File: config.mk
export PLATFORM = sky130hd
export DESIGN_NAME = axi_lite_demux_timeout
export DESIGN_NICKNAME = d
export VERILOG_FILES = /design/src/rtl/axi_lite_demux_timeout.sv
export SDC_FILE = /design/constraint.sdc
export NUM_CORES = 1
export LEC_CHECK = 0
export ABC_AREA = 1
export BUFFER_PORTS_ARGS = -buffer_cell sky130_fd_sc_hd__clkbuf_2
export CAP_MARGIN = 25
export CORE_AREA = 2 2 426 428
export DETAILED_ROUTE_END_ITERATION = 8
export DIE_AREA = 0 0 428 430
export GPL_TIMING_DRIVEN = 0
export HOLD_SLACK_MARGIN = 0.03
export PLACE_DENSITY = 0.38
export SYNTH_ARGS = -nofsm -noshare
export SYNTH_HDL_FRONTEND = slang
export SYNTH_SLANG_ARGS = --single-unit
File: constraint.sdc
create_clock -name clk_i -period 8.4 [get_ports clk_i]
set_input_delay 0 -clock clk_i [delete_from_list [all_inputs] [get_ports clk_i]]
set_output_delay 0 -clock clk_i [all_outputs]
set_load 0.1 [all_outputs]
File: src/rtl/axi_lite_demux_timeout.sv
// AXI-Lite 1-to-N address demultiplexer with local DECERR for unmapped
// addresses and a per-transaction response timeout that marks hung slaves dead.

// Flat AXI-Lite request/response structs used as the default port types.
package axi_lite_demux_timeout_pkg;
   typedef struct packed {
      logic [31:0] aw_addr;
      logic [2:0]  aw_prot;
      logic        aw_valid;
      logic [31:0] w_data;
      logic [3:0]  w_strb;
      logic        w_valid;
      logic        b_ready;
      logic [31:0] ar_addr;
      logic [2:0]  ar_prot;
      logic        ar_valid;
      logic        r_ready;
   } req_t;

   typedef struct packed {
      logic        aw_ready;
      logic        w_ready;
      logic [1:0]  b_resp;
      logic        b_valid;
      logic        ar_ready;
      logic [31:0] r_data;
      logic [1:0]  r_resp;
      logic        r_valid;
   } resp_t;
endpackage

module axi_lite_demux_timeout #(
   parameter int unsigned               NoSlaves      = 6,
   parameter int unsigned               AxiAddrWidth  = 32,
   parameter int unsigned               AxiDataWidth  = 32,
   parameter logic [AxiAddrWidth-1:0]   BaseAddr      = 32'hfffc0000,
   parameter logic [AxiAddrWidth-1:0]   RegionSize    = 32'h100,
   parameter int unsigned               TimeoutCycles = 1024,
   parameter type                       req_t         = axi_lite_demux_timeout_pkg::req_t,
   parameter type                       resp_t        = axi_lite_demux_timeout_pkg::resp_t
) (
   input  logic                 clk_i,
   input  logic                 rst_ni,
   input  req_t                 slv_req_i,
   output resp_t                slv_resp_o,
   output req_t  [NoSlaves-1:0] mst_req_o,
   input  resp_t [NoSlaves-1:0] mst_resp_i,
   input  logic                 clr_i,
   output logic  [NoSlaves-1:0] dead_o,
   output logic  [15:0]         decerr_cnt_o,
   output logic  [15:0]         timeout_cnt_o
);

   localparam int unsigned IdxW     = (NoSlaves > 1) ? $clog2(NoSlaves) : 1;
   localparam int unsigned TmrW     = $clog2(TimeoutCycles);
   localparam int unsigned RegShift = $clog2(RegionSize);
   localparam int unsigned StrbW    = AxiDataWidth / 8;
   localparam logic [1:0]  RespSlvErr = 2'b10;
   localparam logic [1:0]  RespDecErr = 2'b11;

   typedef logic [IdxW-1:0]     idx_t;
   typedef logic [TmrW-1:0]     tmr_t;
   typedef logic [AxiAddrWidth:0] span_t;
   localparam span_t Span     = span_t'(NoSlaves) * span_t'(RegionSize);
   localparam tmr_t  TmrLast  = tmr_t'(TimeoutCycles - 1);

   typedef enum logic [1:0] {W_IDLE, W_FWD, W_RESP, W_BOUT} w_state_e;
   typedef enum logic [1:0] {R_IDLE, R_FWD, R_RESP, R_OUT}  r_state_e;

   function automatic logic decode_hit(input logic [AxiAddrWidth-1:0] addr);
      logic [AxiAddrWidth-1:0] off;
      off = addr - BaseAddr;
      return (addr >= BaseAddr) && ({1'b0, off} < Span);
   endfunction

   function automatic idx_t decode_idx(input logic [AxiAddrWidth-1:0] addr);
      logic [AxiAddrWidth-1:0] off;
      off = (addr - BaseAddr) >> RegShift;
      return off[IdxW-1:0];
   endfunction

   function automatic logic [15:0] sat_add(input logic [15:0] cnt, input logic [1:0] inc);
      logic [16:0] sum;
      sum = {1'b0, cnt} + {15'd0, inc};
      return sum[16] ? 16'hFFFF : sum[15:0];
   endfunction

   // write path state
   w_state_e                w_state_q;
   idx_t                    w_idx_q;
   logic [AxiAddrWidth-1:0] aw_addr_q;
   logic [2:0]              aw_prot_q;
   logic [AxiDataWidth-1:0] w_data_q;
   logic [StrbW-1:0]        w_strb_q;
   logic                    aw_vld_q, w_vld_q;
   logic [1:0]              b_resp_q;
   tmr_t                    w_tmr_q;

   // read path state
   r_state_e                r_state_q;
   idx_t                    r_idx_q;
   logic [AxiAddrWidth-1:0] ar_addr_q;
   logic [2:0]              ar_prot_q;
   logic                    ar_vld_q;
   logic [AxiDataWidth-1:0] r_data_q;
   logic [1:0]              r_resp_q;
   tmr_t                    r_tmr_q;

   // shared per-slave health and statistics
   logic [NoSlaves-1:0] dead_q, dead_d, late_w_q, late_w_d, late_r_q, late_r_d;
   logic [NoSlaves-1:0] w_to_vec, r_to_vec;
   logic [15:0]         decerr_q, decerr_d, timeout_q, timeout_d;

   resp_t w_sel, r_sel;
   assign w_sel = mst_resp_i[w_idx_q];
   assign r_sel = mst_resp_i[r_idx_q];

   logic w_accept, aw_hit, w_decerr, w_timeout;
   logic r_accept, ar_hit, r_decerr, r_timeout;
   idx_t aw_idx, ar_idx;

   assign aw_hit    = decode_hit(slv_req_i.aw_addr);
   assign aw_idx    = decode_idx(slv_req_i.aw_addr);
   assign w_accept  = (w_state_q == W_IDLE) && slv_req_i.aw_valid && slv_req_i.w_valid;
   assign w_decerr  = w_accept && !aw_hit;
   assign w_timeout = (w_state_q == W_RESP) && !w_sel.b_valid && (w_tmr_q == TmrLast);

   assign ar_hit    = decode_hit(slv_req_i.ar_addr);
   assign ar_idx    = decode_idx(slv_req_i.ar_addr);
   assign r_accept  = (r_state_q == R_IDLE) && slv_req_i.ar_valid;
   assign r_decerr  = r_accept && !ar_hit;
   assign r_timeout = (r_state_q == R_RESP) && !r_sel.r_valid && (r_tmr_q == TmrLast);

   // Write FSM: accept AW+W together, forward, time the B wait, return B upstream.
   always_ff @(posedge clk_i or negedge rst_ni) begin
      // NOTE: state registers use non-blocking assignments so every flop samples pre-edge values.
      if (!rst_ni) begin
         w_state_q <= W_IDLE;
         w_idx_q   <= '0;
         aw_addr_q <= '0;
         aw_prot_q <= '0;
         w_data_q  <= '0;
         w_strb_q  <= '0;
         aw_vld_q  <= 1'b0;
         w_vld_q   <= 1'b0;
         b_resp_q  <= '0;
         w_tmr_q   <= '0;
      end else begin
         case (w_state_q)
            W_IDLE: if (w_accept) begin
               aw_addr_q <= slv_req_i.aw_addr;
               aw_prot_q <= slv_req_i.aw_prot;
               w_data_q  <= slv_req_i.w_data;
               w_strb_q  <= slv_req_i.w_strb;
               w_idx_q   <= aw_idx;
               if (!aw_hit) begin
                  b_resp_q  <= RespDecErr;
                  w_state_q <= W_BOUT;
               end else if (dead_q[aw_idx]) begin
                  b_resp_q  <= RespSlvErr;
                  w_state_q <= W_BOUT;
               end else begin
                  aw_vld_q  <= 1'b1;
                  w_vld_q   <= 1'b1;
                  w_state_q <= W_FWD;
               end
            end
            W_FWD: begin
               if (w_sel.aw_ready) aw_vld_q <= 1'b0;
               if (w_sel.w_ready)  w_vld_q  <= 1'b0;
               if ((!aw_vld_q || w_sel.aw_ready) && (!w_vld_q || w_sel.w_ready)) begin
                  w_tmr_q   <= '0;
                  w_state_q <= W_RESP;
               end
            end
            W_RESP: begin
               if (w_sel.b_valid) begin
                  b_resp_q  <= w_sel.b_resp;
                  w_state_q <= W_BOUT;
               end else if (w_tmr_q == TmrLast) begin
                  b_resp_q  <= RespSlvErr;
                  w_state_q <= W_BOUT;
               end else begin
                  w_tmr_q <= w_tmr_q + 1'b1;
               end
            end
            W_BOUT: if (slv_req_i.b_ready) w_state_q <= W_IDLE;
            default: w_state_q <= W_IDLE;
         endcase
      end
   end

   // Read FSM: accept AR alone, forward, time the R wait, return R upstream.
   always_ff @(posedge clk_i or negedge rst_ni) begin
      if (!rst_ni) begin
         r_state_q <= R_IDLE;
         r_idx_q   <= '0;
         ar_addr_q <= '0;
         ar_prot_q <= '0;
         ar_vld_q  <= 1'b0;
         r_data_q  <= '0;
         r_resp_q  <= '0;
         r_tmr_q   <= '0;
      end else begin
         case (r_state_q)
            R_IDLE: if (r_accept) begin
               ar_addr_q <= slv_req_i.ar_addr;
               ar_prot_q <= slv_req_i.ar_prot;
               r_idx_q   <= ar_idx;
               if (!ar_hit) begin
                  r_resp_q  <= RespDecErr;
                  r_data_q  <= '0;
                  r_state_q <= R_OUT;
               end else if (dead_q[ar_idx]) begin
                  r_resp_q  <= RespSlvErr;
                  r_data_q  <= '0;
                  r_state_q <= R_OUT;
               end else begin
                  ar_vld_q  <= 1'b1;
                  r_state_q <= R_FWD;
               end
            end
            R_FWD: if (r_sel.ar_ready) begin
               ar_vld_q  <= 1'b0;
               r_tmr_q   <= '0;
               r_state_q <= R_RESP;
            end
            R_RESP: begin
               if (r_sel.r_valid) begin
                  r_resp_q  <= r_sel.r_resp;
                  r_data_q  <= r_sel.r_data;
                  r_state_q <= R_OUT;
               end else if (r_tmr_q == TmrLast) begin
                  r_resp_q  <= RespSlvErr;
                  r_data_q  <= '0;
                  r_state_q <= R_OUT;
               end else begin
                  r_tmr_q <= r_tmr_q + 1'b1;
               end
            end
            R_OUT: if (slv_req_i.r_ready) r_state_q <= R_IDLE;
            default: r_state_q <= R_IDLE;
         endcase
      end
   end

   // Next state of dead/late-pending flags and the saturating counters.
   always_comb begin
      // NOTE: every variable gets a default first so no path leaves it unassigned (no latches).
      w_to_vec = '0;
      r_to_vec = '0;
      if (w_timeout) w_to_vec[w_idx_q] = 1'b1;
      if (r_timeout) r_to_vec[r_idx_q] = 1'b1;
      for (int k = 0; k < NoSlaves; k++) begin
         late_w_d[k] = w_to_vec[k] | (late_w_q[k] & ~mst_resp_i[k].b_valid);
         late_r_d[k] = r_to_vec[k] | (late_r_q[k] & ~mst_resp_i[k].r_valid);
         dead_d[k]   = dead_q[k];
         if (clr_i && !late_w_q[k] && !late_r_q[k]) dead_d[k] = 1'b0;
         if (w_to_vec[k] || r_to_vec[k])            dead_d[k] = 1'b1;
      end
      decerr_d  = clr_i ? 16'd0 : sat_add(decerr_q,  {1'b0, w_decerr}  + {1'b0, r_decerr});
      timeout_d = clr_i ? 16'd0 : sat_add(timeout_q, {1'b0, w_timeout} + {1'b0, r_timeout});
   end

   // Register the shared flags and counters.
   always_ff @(posedge clk_i or negedge rst_ni) begin
      if (!rst_ni) begin
         dead_q    <= '0;
         late_w_q  <= '0;
         late_r_q  <= '0;
         decerr_q  <= '0;
         timeout_q <= '0;
      end else begin
         dead_q    <= dead_d;
         late_w_q  <= late_w_d;
         late_r_q  <= late_r_d;
         decerr_q  <= decerr_d;
         timeout_q <= timeout_d;
      end
   end

   // Downstream ports: payload broadcast, valids/readies only on the selected or sinking port.
   always_comb begin
      for (int k = 0; k < NoSlaves; k++) begin
         mst_req_o[k]          = '0;
         mst_req_o[k].aw_addr  = aw_addr_q;
         mst_req_o[k].aw_prot  = aw_prot_q;
         mst_req_o[k].w_data   = w_data_q;
         mst_req_o[k].w_strb   = w_strb_q;
         mst_req_o[k].ar_addr  = ar_addr_q;
         mst_req_o[k].ar_prot  = ar_prot_q;
         mst_req_o[k].aw_valid = aw_vld_q && (w_idx_q == idx_t'(k));
         mst_req_o[k].w_valid  = w_vld_q  && (w_idx_q == idx_t'(k));
         mst_req_o[k].ar_valid = ar_vld_q && (r_idx_q == idx_t'(k));
         mst_req_o[k].b_ready  = ((w_state_q == W_RESP) && (w_idx_q == idx_t'(k))) || late_w_q[k];
         mst_req_o[k].r_ready  = ((r_state_q == R_RESP) && (r_idx_q == idx_t'(k))) || late_r_q[k];
      end
   end

   // Upstream port.
   always_comb begin
      slv_resp_o          = '0;
      slv_resp_o.aw_ready = w_accept;
      slv_resp_o.w_ready  = w_accept;
      slv_resp_o.b_valid  = (w_state_q == W_BOUT);
      slv_resp_o.b_resp   = b_resp_q;
      slv_resp_o.ar_ready = r_accept;
      slv_resp_o.r_valid  = (r_state_q == R_OUT);
      slv_resp_o.r_data   = r_data_q;
      slv_resp_o.r_resp   = r_resp_q;
   end

   assign dead_o        = dead_q;
   assign decerr_cnt_o  = decerr_q;
   assign timeout_cnt_o = timeout_q;

endmodule

==> run_results.csv, run 1 <==
group,metric,value,unit
grt,grt_overflow,0,
worst_setup_path,cpMaxStageDelayCell,"dfrtp_1",
sta,final-setup-viol-count,0,
clock_network,cts_resized,0,
sta,worst_clock_skew,0.0405,ns
worst_setup_path,worst-endpoint-arrival,5.08,ns
placed_design,placement.io_buffers,1103,
worst_hold_path,worstHoldStart,"mst_resp_i[226]",
worst_setup_path,r2r-start,"r_idx_q[1]$_DFFE_PN0P_",
route,vias_per_cell,3.32,
worst_setup_path,slowest_delay,0.89,ns
synth,syn-num-nets,2630,
worst_setup_path,critical_path_class,"reg -> reg",
worst_setup_path,r2r_end,"timeout_cnt_o[14]$_DFF_PN0_",
route,drc_errors,0,
worst_hold_path,min_to,"r_data_q[18]$_DFFE_PN0P_",
finish,layout-drive-gt1-share,0.486,
worst_setup_path,reg2regPathDepth,19,
grt,grt_max_degree,91,
sta,min_period,4.64,ns
grt,grt_usage,0.127,
clock_network,cts_tree,"done",
synth,netlist_instances,2256,
synth,yosysWarnings,0,
worst_setup_path,path_cells,"nor2_2, nand2_1, inv_2, a22oi_2, nand2_1, nor3_2, inv_1, fa_1, inv_1, ha_1, nand2_1, nand3b_1, nor2_1, nand2_1, nor2_1, nand3_1, xnor2_1, o21ai_0, inv_1",
placed_design,place.gp.congestion,0.920,
synth,synthArstFlopShare,1.00,
synth,synth_edf_count,0,
grt,grt_pass1_vias,18900,
floorplan,core,180000,µm²
synth,synth_cell_types,47,
route,avgRoutedWirePerCell,20.4,µm
synth,synth-seq-area-share,0.334,
floorplan,fp.dieArea,184000,µm²
synth,syn_avg_cell_area,7.28,µm²
finish,nFillCells,20800,
sta,worst_pin_slew,0.940,ns
route,drtIter0Drc,1309,
clock_network,cts_buffer_depth,3,
clock_network,cts_hold_buf,170,
worst_setup_path,required,8.84,ns
run,cap_violations,0,
synth,ys_ff_latch,219,
finish,area_delta_synth_final,69.9,%
placed_design,dp_hpwl,106,mm
grt,grt_pass1_wl,162,mm
sta,final.setup.tns,0,ns
synth,synth_flop_cell,"dfrtp_1",
worst_setup_path,cp_max_fo,10,
sta,relSlewSlack,0.367,
floorplan,initial_core_util,0.0914,
finish,ff_latch_area,5480,µm²
worst_hold_path,hold_path_class,"in -> reg",
worst_hold_path,hold_depth,5,
synth,netlist_area,16400,µm²
finish,nets,3946,
route,wirelength,122,mm
clock_network,cts_sinks,219,
clock_network,cts_root_buf,"clkbuf_16",
floorplan,die_w,428,µm
worst_setup_path,crit_top_cell,"nand2_1",
clock_network,cts_made_buffers,35,
run_status,outcome,"completed",
sta,post-route-period-util,0.552,
floorplan,num_io_pins,1105,
worst_setup_path,end_kind,"flip-flop",
floorplan,die_h,430,µm
clock_network,cts_setup_buffers,0,
sta,drv_slew,0,
floorplan,num_rows,156,
worst_setup_path,critPathLaunchType,"flip-flop",
sta,fmax,216,MHz
route,antenna_left,0,
clock_network,path_clk_slew,0.05,ns
clock_network,clk_latency,0.58,ns
clock_network,h-tree-depth,2,
finish,multi_input_area,6070,µm²
route,vias,19800,
sta,hold_viol_final,0,
route,firstDrtPassIters,6,
worst_setup_path,regToRegSetupSlack,3.76,ns
grt,antenna_found_initial,42,
sta,rsz0062_at_grt,"false",
## logic make-up (layout without fill, tap and decap cells)
family                   count (synthesis)  in the layout  share of synthesized area
buffers and inverters                  755           2094                      0.297
other                                    0             10                          0
AO/OA/AOI/OAI                          254            254                     0.0955
XOR/XNOR                                30             30                     0.0160
adder cells (fa/ha/maj)                 14             14                     0.0116
AND/OR/NAND/NOR                        984            984                      0.246
flip-flops                             219            219                      0.334
## synthesized netlist by cell type (2+ instances only)
cell type | instances | area, µm²
fa_1 | 2 | 40.0
nand3_1 | 99 | 495
nor2_1 | 118 | 443
ha_1 | 12 | 150
nand2_4 | 2 | 22.5
xor2_1 | 23 | 201
clkbuf_1 | 39 | 146
nand4_1 | 28 | 175
o31ai_1 | 7 | 52.6
nand2_1 | 682 | 2560
inv_1 | 141 | 529
o21ai_0 | 93 | 465
a22oi_1 | 74 | 556
a221oi_1 | 2 | 17.5
nor3_1 | 22 | 110
buf_1 | 18 | 67.6
o21ai_1 | 5 | 25.0
nand3b_1 | 7 | 52.6
a211oi_1 | 2 | 15.0
inv_2 | 7 | 26.3
xnor2_1 | 7 | 61.3
o22ai_1 | 4 | 25.0
a31oi_1 | 35 | 219
nand2_2 | 2 | 12.5
buf_2 | 14 | 70.1
nor2_4 | 2 | 22.5
dfrtp_1 | 219 | 5480
o211ai_1 | 3 | 22.5
buf_4 | 533 | 4000
nor2_2 | 7 | 43.8
or2_2 | 8 | 50.1
buf_6 | 3 | 33.8
a21oi_1 | 22 | 110
## cell type report
| type | instances | share of cell area |
|---|---|---|
| Timing Repair Buffer | 1279 | 0.264 |
| Clock inverter | 13 | 0.00475 |
| Antenna cell | 10 | 0.000897 |
| Multi-Input combinational cell | 1282 | 0.217 |
| Clock buffer | 47 | 0.0356 |
| Inverter | 148 | 0.0199 |
| Sequential cell | 219 | 0.196 |
| Tap cell | 2370 | 0.106 |
| Buffer | 607 | 0.155 |
## worst max-delay path by stage
| stage | cells past startpoint | start | to |
|---|---|---|---|
| after floorplan | 6 | ar_addr_q[10]$_DFFE_PN0P_ | mst_req_o[555] |
| after global placement | 1 | rst_ni | r_data_q[28]$_DFFE_PN0P_ |
| after detailed placement | 19 | r_idx_q[1]$_DFFE_PN0P_ | timeout_cnt_o[14]$_DFF_PN0_ |
| after CTS | 19 | r_idx_q[1]$_DFFE_PN0P_ | timeout_cnt_o[14]$_DFF_PN0_ |
| after global routing | 17 | r_state_q[1]$_DFFE_PN0P_ | decerr_cnt_o[13]$_DFF_PN0_ |
| final | 19 | r_idx_q[1]$_DFFE_PN0P_ | timeout_cnt_o[14]$_DFF_PN0_ |
## critical path: cells and delay by family (launching register included)
kind                     cells  cell delay [ns]
buffers and inverters        4             0.63
AO/OA/AOI/OAI                2             0.38
adder cells (fa/ha/maj)      2             0.65
flip-flops                   1             0.89
AND/OR/NAND/NOR             10             1.81
XOR/XNOR                     1             0.13
## per-stage QoR
stage	hold slack, ns	util	setup WS (ns)	area, µm²	instances
floorplan	-0.296	-	4.32	16400	2256
global placement	0.205	0.139	1.72	24900	5729
detailed placement	0.0348	0.139	3.55	25000	5735
CTS	0.0348	0.155	3.55	27900	5965
global route	0.0607	0.155	3.15	27900	5968
finish	0.0758	0.155	3.76	27900	5975
## layer usage
layer,vias to the layer above,share of wire,wire length [µm],GRT usage
met5,-,0.0025,306,0
met4,48,0.018,2160,0.0218
met3,134,0.071,8630,0.0333
met2,801,0.50,61000,0.223
met1,9535,0.41,50000,0.155
li1,9330,-,-,-
## cells in the final DEF, fill, tap and decap left out, drive strengths merged, types with 2 or more instances in the layout
| cell | synthesis | layout |
|---|---|---|
| a211oi | 2 | 2 |
| a21oi | 23 | 23 |
| a221oi | 2 | 2 |
| a22oi | 75 | 75 |
| a31oi | 35 | 35 |
| buf | 568 | 575 |
| bufinv | 0 | 2 |
| clkbuf | 39 | 1189 |
| clkinv | 0 | 8 |
| dfrtp | 219 | 219 |
| diode | 0 | 10 |
| dlygate4sd3 | 0 | 169 |
| fa | 2 | 2 |
| ha | 12 | 12 |
| inv | 148 | 150 |
| nand2 | 686 | 686 |
| nand3 | 100 | 100 |
| nand3b | 7 | 7 |
| nand4 | 28 | 28 |
| nor2 | 127 | 127 |
| nor3 | 23 | 23 |
| o211ai | 3 | 3 |
| o21ai | 99 | 99 |
| o22ai | 4 | 4 |
| o31ai | 7 | 7 |
| or2 | 8 | 8 |
| xnor2 | 7 | 7 |
| xor2 | 23 | 23 |
## sequential cells by signal (all words and copies together) (netlist names), 10 cells and up
signal,cells
r_data_q,32
w_data_q,32
ar_addr_q,30
aw_addr_q,30
decerr_cnt_o,16
timeout_cnt_o,16
r_tmr_q,10
w_tmr_q,10
Power of run 1 is left out: the tool's default activity adds up to more than one toggle a clock period on the data nets, which glitch-free logic cannot reach.
==> run 2: changes to the inputs <==
ABC_AREA = 0   (was 1)
CORE_AREA = 2 2 427 429   (was 2 2 426 428)
DIE_AREA = 0 0 429 431   (was 0 0 428 430)
PLACE_DENSITY = 0.37   (was 0.38)
clock period = 4.4 ns   (was 8.4 ns; I/O delays follow)
==> run_results.csv, run 2 <==
group,metric,value,unit
synth,synth_edf_count,0,
finish,layout_common_cells,"clkbuf_2, buf_4, nand2_1",
floorplan,initial_core_util,0.0865,
sta,hold_viol_final,0,
sta,post-route-period-util,0.936,
sta,min_period,4.12,ns
sta,worst_pin_slew,0.995,ns
grt,grt_overflow,0,
worst_setup_path,end_kind,"flip-flop",
route,avgRoutedWirePerCell,17.2,µm
grt,grt_pass1_vias,16600,
floorplan,core,180000,µm²
worst_setup_path,worst-endpoint-arrival,4.61,ns
clock_network,path_clk_slew,0.06,ns
synth,netlist_instances,1704,
sta,worst_clock_skew,0.0133,ns
worst_setup_path,required,4.89,ns
route,drtIter0Drc,540,
synth,yosysWarnings,0,
route,vias_per_cell,3.03,
finish,final_common_cell,"clkbuf_2",
floorplan,num_rows,156,
synth,synth_flop_cell,"dfrtp_1",
clock_network,clk_latency,0.58,ns
placed_design,dp_hpwl,80.5,mm
route,vias,16600,
clock_network,h-tree-depth,2,
synth,netlist_area,15600,µm²
sta,final-setup-viol-count,0,
worst_hold_path,hold_path_class,"in -> async",
worst_setup_path,critical_path_class,"reg -> reg",
grt,antenna_found_initial,5,
grt,grt_max_degree,85,
synth,synth_top_area_share,0.352,
worst_setup_path,r2r_end,"timeout_cnt_o[4]$_DFF_PN0_",
finish,top_regs,"r_data_q: 32 flops, w_data_q: 32 flops",
route,drc_errors,0,
sta,rsz0062_at_grt,"false",
synth,synthTopCellsByArea,"dfrtp_1, buf_4, nand2_1, mux4_2, mux2_2",
floorplan,num_io_pins,1105,
run_status,outcome,"completed",
clock_network,cts_sinks,219,
worst_setup_path,regToRegSetupSlack,0.28,ns
worst_setup_path,critPathLaunchType,"flip-flop",
floorplan,fp.dieArea,185000,µm²
finish,area_delta_synth_final,79.0,%
synth,synth_top_cells_by_count,"buf_4, nand2_1, dfrtp_1, o21ai_0, clkbuf_1",
synth,yosysMostFrequentCell,"buf_4",
floorplan,die_w,429,µm
finish,layout-drive-gt1-share,0.595,
worst_setup_path,reg2regPathDepth,14,
placed_design,dp_slack,-1.19,ns
synth,ys_ff_latch,219,
synth,syn_avg_cell_area,9.14,µm²
grt,grt_pass1_wl,128,mm
clock_network,cts_made_buffers,35,
sta,drv_slew,0,
route,firstDrtPassIters,5,
synth,syn-num-nets,2078,
route,antenna_left,0,
floorplan,die_h,431,µm
sta,fmax,243,MHz
synth,synthArstFlopShare,1.00,
clock_network,cts_buffer_depth,3,
worst_setup_path,r2r-start,"w_idx_q[0]$_DFFE_PN0P_",
clock_network,cts_root_buf,"clkbuf_16",
sta,relSlewSlack,0.336,
placed_design,place.gp.congestion,0.847,
placed_design,placement.io_buffers,1103,
finish,nets,3450,
worst_setup_path,cp_max_fo,10,
grt,grt_usage,0.0973,
synth,synth-seq-area-share,0.352,
route,wirelength,94.4,mm
finish,final_util,0.155,
sta,fin_ws,0.281,ns
clock_network,cts_tree,"done",
synth,synth_area_leader_cell,"dfrtp_1",
synth,synth_cell_types,64,
run,cap_violations,0,
==> run 2: cell types whose count changed in the layout (fill, tap and decap cells not counted), moves of 20 or more <==
| cell | delta |
|---|---|
| nand4_1 | -20 |
| mux2_2 | +47 |
| nand2_1 | -382 |
| a31oi_1 | -30 |
| a22o_1 | +31 |
| nand3_1 | -66 |
| a22oi_1 | -71 |
| o21ai_0 | -24 |
| mux4_2 | +38 |
| dlygate4sd3_1 | +40 |
| nor2_1 | -87 |
| inv_1 | -104 |
| mux2i_1 | +39 |
==> run 2: cells by family after synthesis <==
kind of cell / after synthesis / share of synthesized area
AOI/OAI and AO/OA: 206 / 0.0865
adders and majority gates: 14 / 0.0122
xor gates and xnor gates: 22 / 0.0124
DFF: 219 / 0.352
and+or+nand+nor: 476 / 0.137
buffers and inverters: 642 / 0.285
muxes: 125 / 0.115
==> run 2: worst max path at each step <==
stage                              from                     endpoint  slack, ns  cells past startpoint
4_1_cts        r_state_q[0]$_DFFE_PN0P_    decerr_cnt_o[2]$_DFF_PN0_      0.002                     16
3_5_place_dp   w_state_q[0]$_DFFE_PN0P_    decerr_cnt_o[2]$_DFF_PN0_      -1.19                     15
5_1_grt          w_idx_q[0]$_DFFE_PN0P_  timeout_cnt_o[10]$_DFF_PN0_       0.01                     15
2_1_floorplan    w_idx_q[0]$_DFFE_PN0P_  timeout_cnt_o[10]$_DFF_PN0_       0.07                     15
6_report         w_idx_q[0]$_DFFE_PN0P_   timeout_cnt_o[4]$_DFF_PN0_       0.28                     14
3_3_place_gp                     rst_ni       r_idx_q[0]$_DFFE_PN0P_      -2.97                      1
==> run 2: worst max-delay path: stages, from the launching register on <==
cell	delay, ns
dfrtp_4	0.49
mux2_2	0.46
a222oi_1	0.37
buf_4	0.18
nand2_1	0.05
or4_4	0.53
fa_1	0.43
inv_1	0.09
ha_1	0.18
nand3_1	0.15
nor2_4	0.18
nand2_1	0.11
or3_4	0.44
buf_2	0.21
a21oi_1	0.15
==> run 2: area by class of cell <==
cell class / count / area (µm²)
multi-input cells: 843 / 5740
plain buffers: 598 / 4290
inverters: 39 / 153
clock inverters: 14 / 175
repair buffers: 1340 / 8050
well taps: 2370 / 2970
clock buffers: 50 / 1020
fillers: 20700 / 152000
diodes: 1 / 2.50
flip-flops and latches: 219 / 5490
==> run 2: through the flow <==
step / setup TNS [ns] / hold slack [ns] / instance area (µm²) / cells
2_1_floorplan: 0 / -0.296 / 15600 / 1704
3_3_place_gp: -550.26 / 0.198 / 24100 / 5177
3_5_place_dp: -32.76 / 0.0336 / 24500 / 5197
4_1_cts: 0 / 0.0376 / 27800 / 5472
5_1_grt: 0 / 0.0774 / 27900 / 5473
6_report: 0 / 0.0820 / 27900 / 5474
==> run 2: routing by layer <==
metal	global-route usage	up-vias	routed length, µm	part of all wire
met4	0.0415	4	3990	0.042
met5	0	-	24	0.00025
met1	0.0906	7902	30500	0.32
met2	0.203	588	55700	0.59
li1	-	7980	-	-
met3	0.0164	112	4150	0.044
==> run 2: timing repair <==
item | in CTS | in global routing
gates resized for setup | 12 | 7
endpoints found under the setup margin | 36 | 22
setup buffers | 4 | 3
hold endpoints to repair | 385 | 0
pin swaps | 2 | 0
hold buffers | 210 | 0
Power of run 2 is left out for the same reason.
==> run 3: changes to the inputs <==
PLACE_DENSITY = 0.38   (was 0.37)
clock period = 3.7 ns   (was 4.4 ns; I/O delays follow)
==> run_results.csv, run 3 (synthesis gave the netlist of run 2 again) <==
group,metric,value,unit
worst_setup_path,path_cells,"buf_12, mux2_4, a222oi_1, nand2_1, or4_4, fa_2, inv_2, ha_4, nand3_4, nor2_4, nand2_2, or3_4, clkbuf_16, a21oi_2",
clock_network,cts_buffer_depth,3,
run_status,failed_checks,"setup timing",
grt,gr-usage-met3,0.0182,
route,vias,16900,
grt,use_met2,0.218,
floorplan,core,180000,µm²
grt,grtUsageMet1,0.0963,
worst_setup_path,worst-endpoint-arrival,4.22,ns
sta,fin_ws,-0.0165,ns
grt,antenna_found_initial,17,
finish,area_delta_synth_final,82.7,%
placed_design,place.gp.congestion,0.891,
finish,nFillCells,20600,
sta,worst_pin_slew,1.03,ns
floorplan,fp.dieArea,185000,µm²
sta,post-route-period-util,1.00,
worst_setup_path,slowest_delay,0.53,ns
grt,grt_usage,0.102,
finish,nets,3496,
sta,final-setup-viol-count,10,
route,antenna_left,0,
grt,busiest_layer,"met2",
worst_setup_path,critPathLaunchType,"flip-flop",
finish,final_common_cell,"clkbuf_2",
clock_network,cts_tree,"done",
sta,hold_viol_final,0,
clock_network,clk_latency,0.59,ns
sta,relSlewSlack,0.314,
sta,fmax,269,MHz
finish,ff_latch_area,5500,µm²
grt,grt_pass1_vias,16700,
worst_setup_path,required,4.20,ns
route,drc_errors,0,
floorplan,num_io_pins,1105,
finish,top_regs,"r_data_q: 32 flops, w_data_q: 32 flops",
finish,layout-drive-gt1-share,0.599,
run_status,outcome,"finished with violations",
clock_network,cts_sinks,219,
worst_hold_path,hold_path_class,"in -> reg",
clock_network,cts_root_buf,"clkbuf_16",
route,drtIter0Drc,691,
worst_setup_path,cpMaxStageDelayCell,"dfrtp_4",
floorplan,initial_core_util,0.0865,
route,wirelength,98.9,mm
worst_setup_path,cp_num_buf_inv,3,
worst_setup_path,end_kind,"flip-flop",
grt,grt_overflow,0,
worst_setup_path,critical_path_class,"reg -> reg",
floorplan,die_w,429,µm
grt,grt_pass1_wl,132,mm
placed_design,placement.io_buffers,1103,
sta,worst_clock_skew,0.0217,ns
grt,grt_max_degree,84,
worst_setup_path,cp_max_fo,5,
route,vias_per_cell,3.06,
sta,rsz0062_at_grt,"true",
clock_network,path_clk_slew,0.06,ns
finish,layout_common_cells,"clkbuf_2, buf_4, nand2_1",
finish,multi_input_area,5870,µm²
placed_design,dp_hpwl,83.6,mm
clock_network,cts_made_buffers,35,
finish,final_util,0.158,
route,firstDrtPassIters,5,
route,avgRoutedWirePerCell,17.9,µm
run,cap_violations,0,
worst_setup_path,cp_top_family,"simple AND/OR/NAND/NOR gates",
sta,drv_slew,0,
floorplan,num_rows,156,
floorplan,die_h,431,µm
sta,min_period,3.72,ns
clock_network,h-tree-depth,2,
## run 3: cell types whose count changed in the layout (fill, tap and decap cells not counted), sizes merged
cell | before | now
dlygate4sd3 | 209 | 251
buf | 583 | 586
clkbuf | 1195 | 1193
clkinv | 9 | 11
clkdlybuf4s18 | 1 | 0
clkinvlp | 1 | 2
inv | 40 | 39
## run 3: final timing paths
| check | from | end | slack, ns | cells after the start |
|---|---|---|---|---|
| setup reg to reg | w_idx_q[0]$_DFFE_PN0P_ | timeout_cnt_o[11]$_DFF_PN0_ | -0.02 | 14 |
| setup / recovery | w_idx_q[0]$_DFFE_PN0P_ | timeout_cnt_o[11]$_DFF_PN0_ | -0.02 | 14 |
| hold / removal | mst_resp_i[11] | r_data_q[8]$_DFFE_PN0P_ | 0.08 | 5 |
| hold reg to reg | r_resp_q[0]$_DFFE_PN0P_ | r_resp_q[0]$_DFFE_PN0P_ | 0.49 | 2 |
| min in group asynchronous | rst_ni | ar_addr_q[29]$_DFFE_PN0P_ | 0.58 | 4 |
| max in group asynchronous | rst_ni | w_idx_q[1]$_DFFE_PN0P_ | 2.49 | 4 |
## run 3: stage by stage
stage                     cell area [µm²]  std cells  TNS [ns]  setup WS [ns]  hold WS (ns)
after floorplan                     15700       1704     -1.77         -0.168        -0.296
after global placement              24200       5177   -741.07          -4.15         0.200
after detailed placement            24400       5187    -32.21         -0.973        0.0390
after CTS                           28400       5517    -0.591        -0.0573        0.0307
after global routing                28500       5518     -2.39         -0.184        0.0920
final                               28500       5518    -0.101        -0.0165        0.0840
## run 3: final cells by class
type / count / share of cell area
timing repair buffer: 1387 / 0.297
multi-input combinational: 843 / 0.206
sequential: 219 / 0.193
buffer: 597 / 0.153
tap: 2370 / 0.104
clock buffer: 46 / 0.0343
clock inverter: 16 / 0.00655
inverter: 39 / 0.00540
antenna: 1 / 0.0000879
## run 3: timing repair
| item | in CTS | in global routing |
|---|---|---|
| endpoints found under the hold margin | 395 | 0 |
| buffers inserted | 20 | 1 |
| endpoints found under the setup margin | 67 | 28 |
| hold buffers | 252 | 0 |
| resized for setup | 42 | 13 |
| pin swaps | 8 | 3 |
| cloned | 1 | 0 |
## run 3: metal layers
metal | routed length, µm | up-vias
met4 | 2670 | 0
met5 | 0 | -
met1 | 32400 | 8116
li1 | - | 8064
met2 | 59300 | 606
met3 | 4540 | 107
## run 3: worst min-delay path: cells and delay by family
kind	cells	cell delay, ns
compound gates	2	0.20
mux	1	0.29
simple gates	1	0.06
buf+inv	1	0.07
Power of run 3 is left out for the same reason.
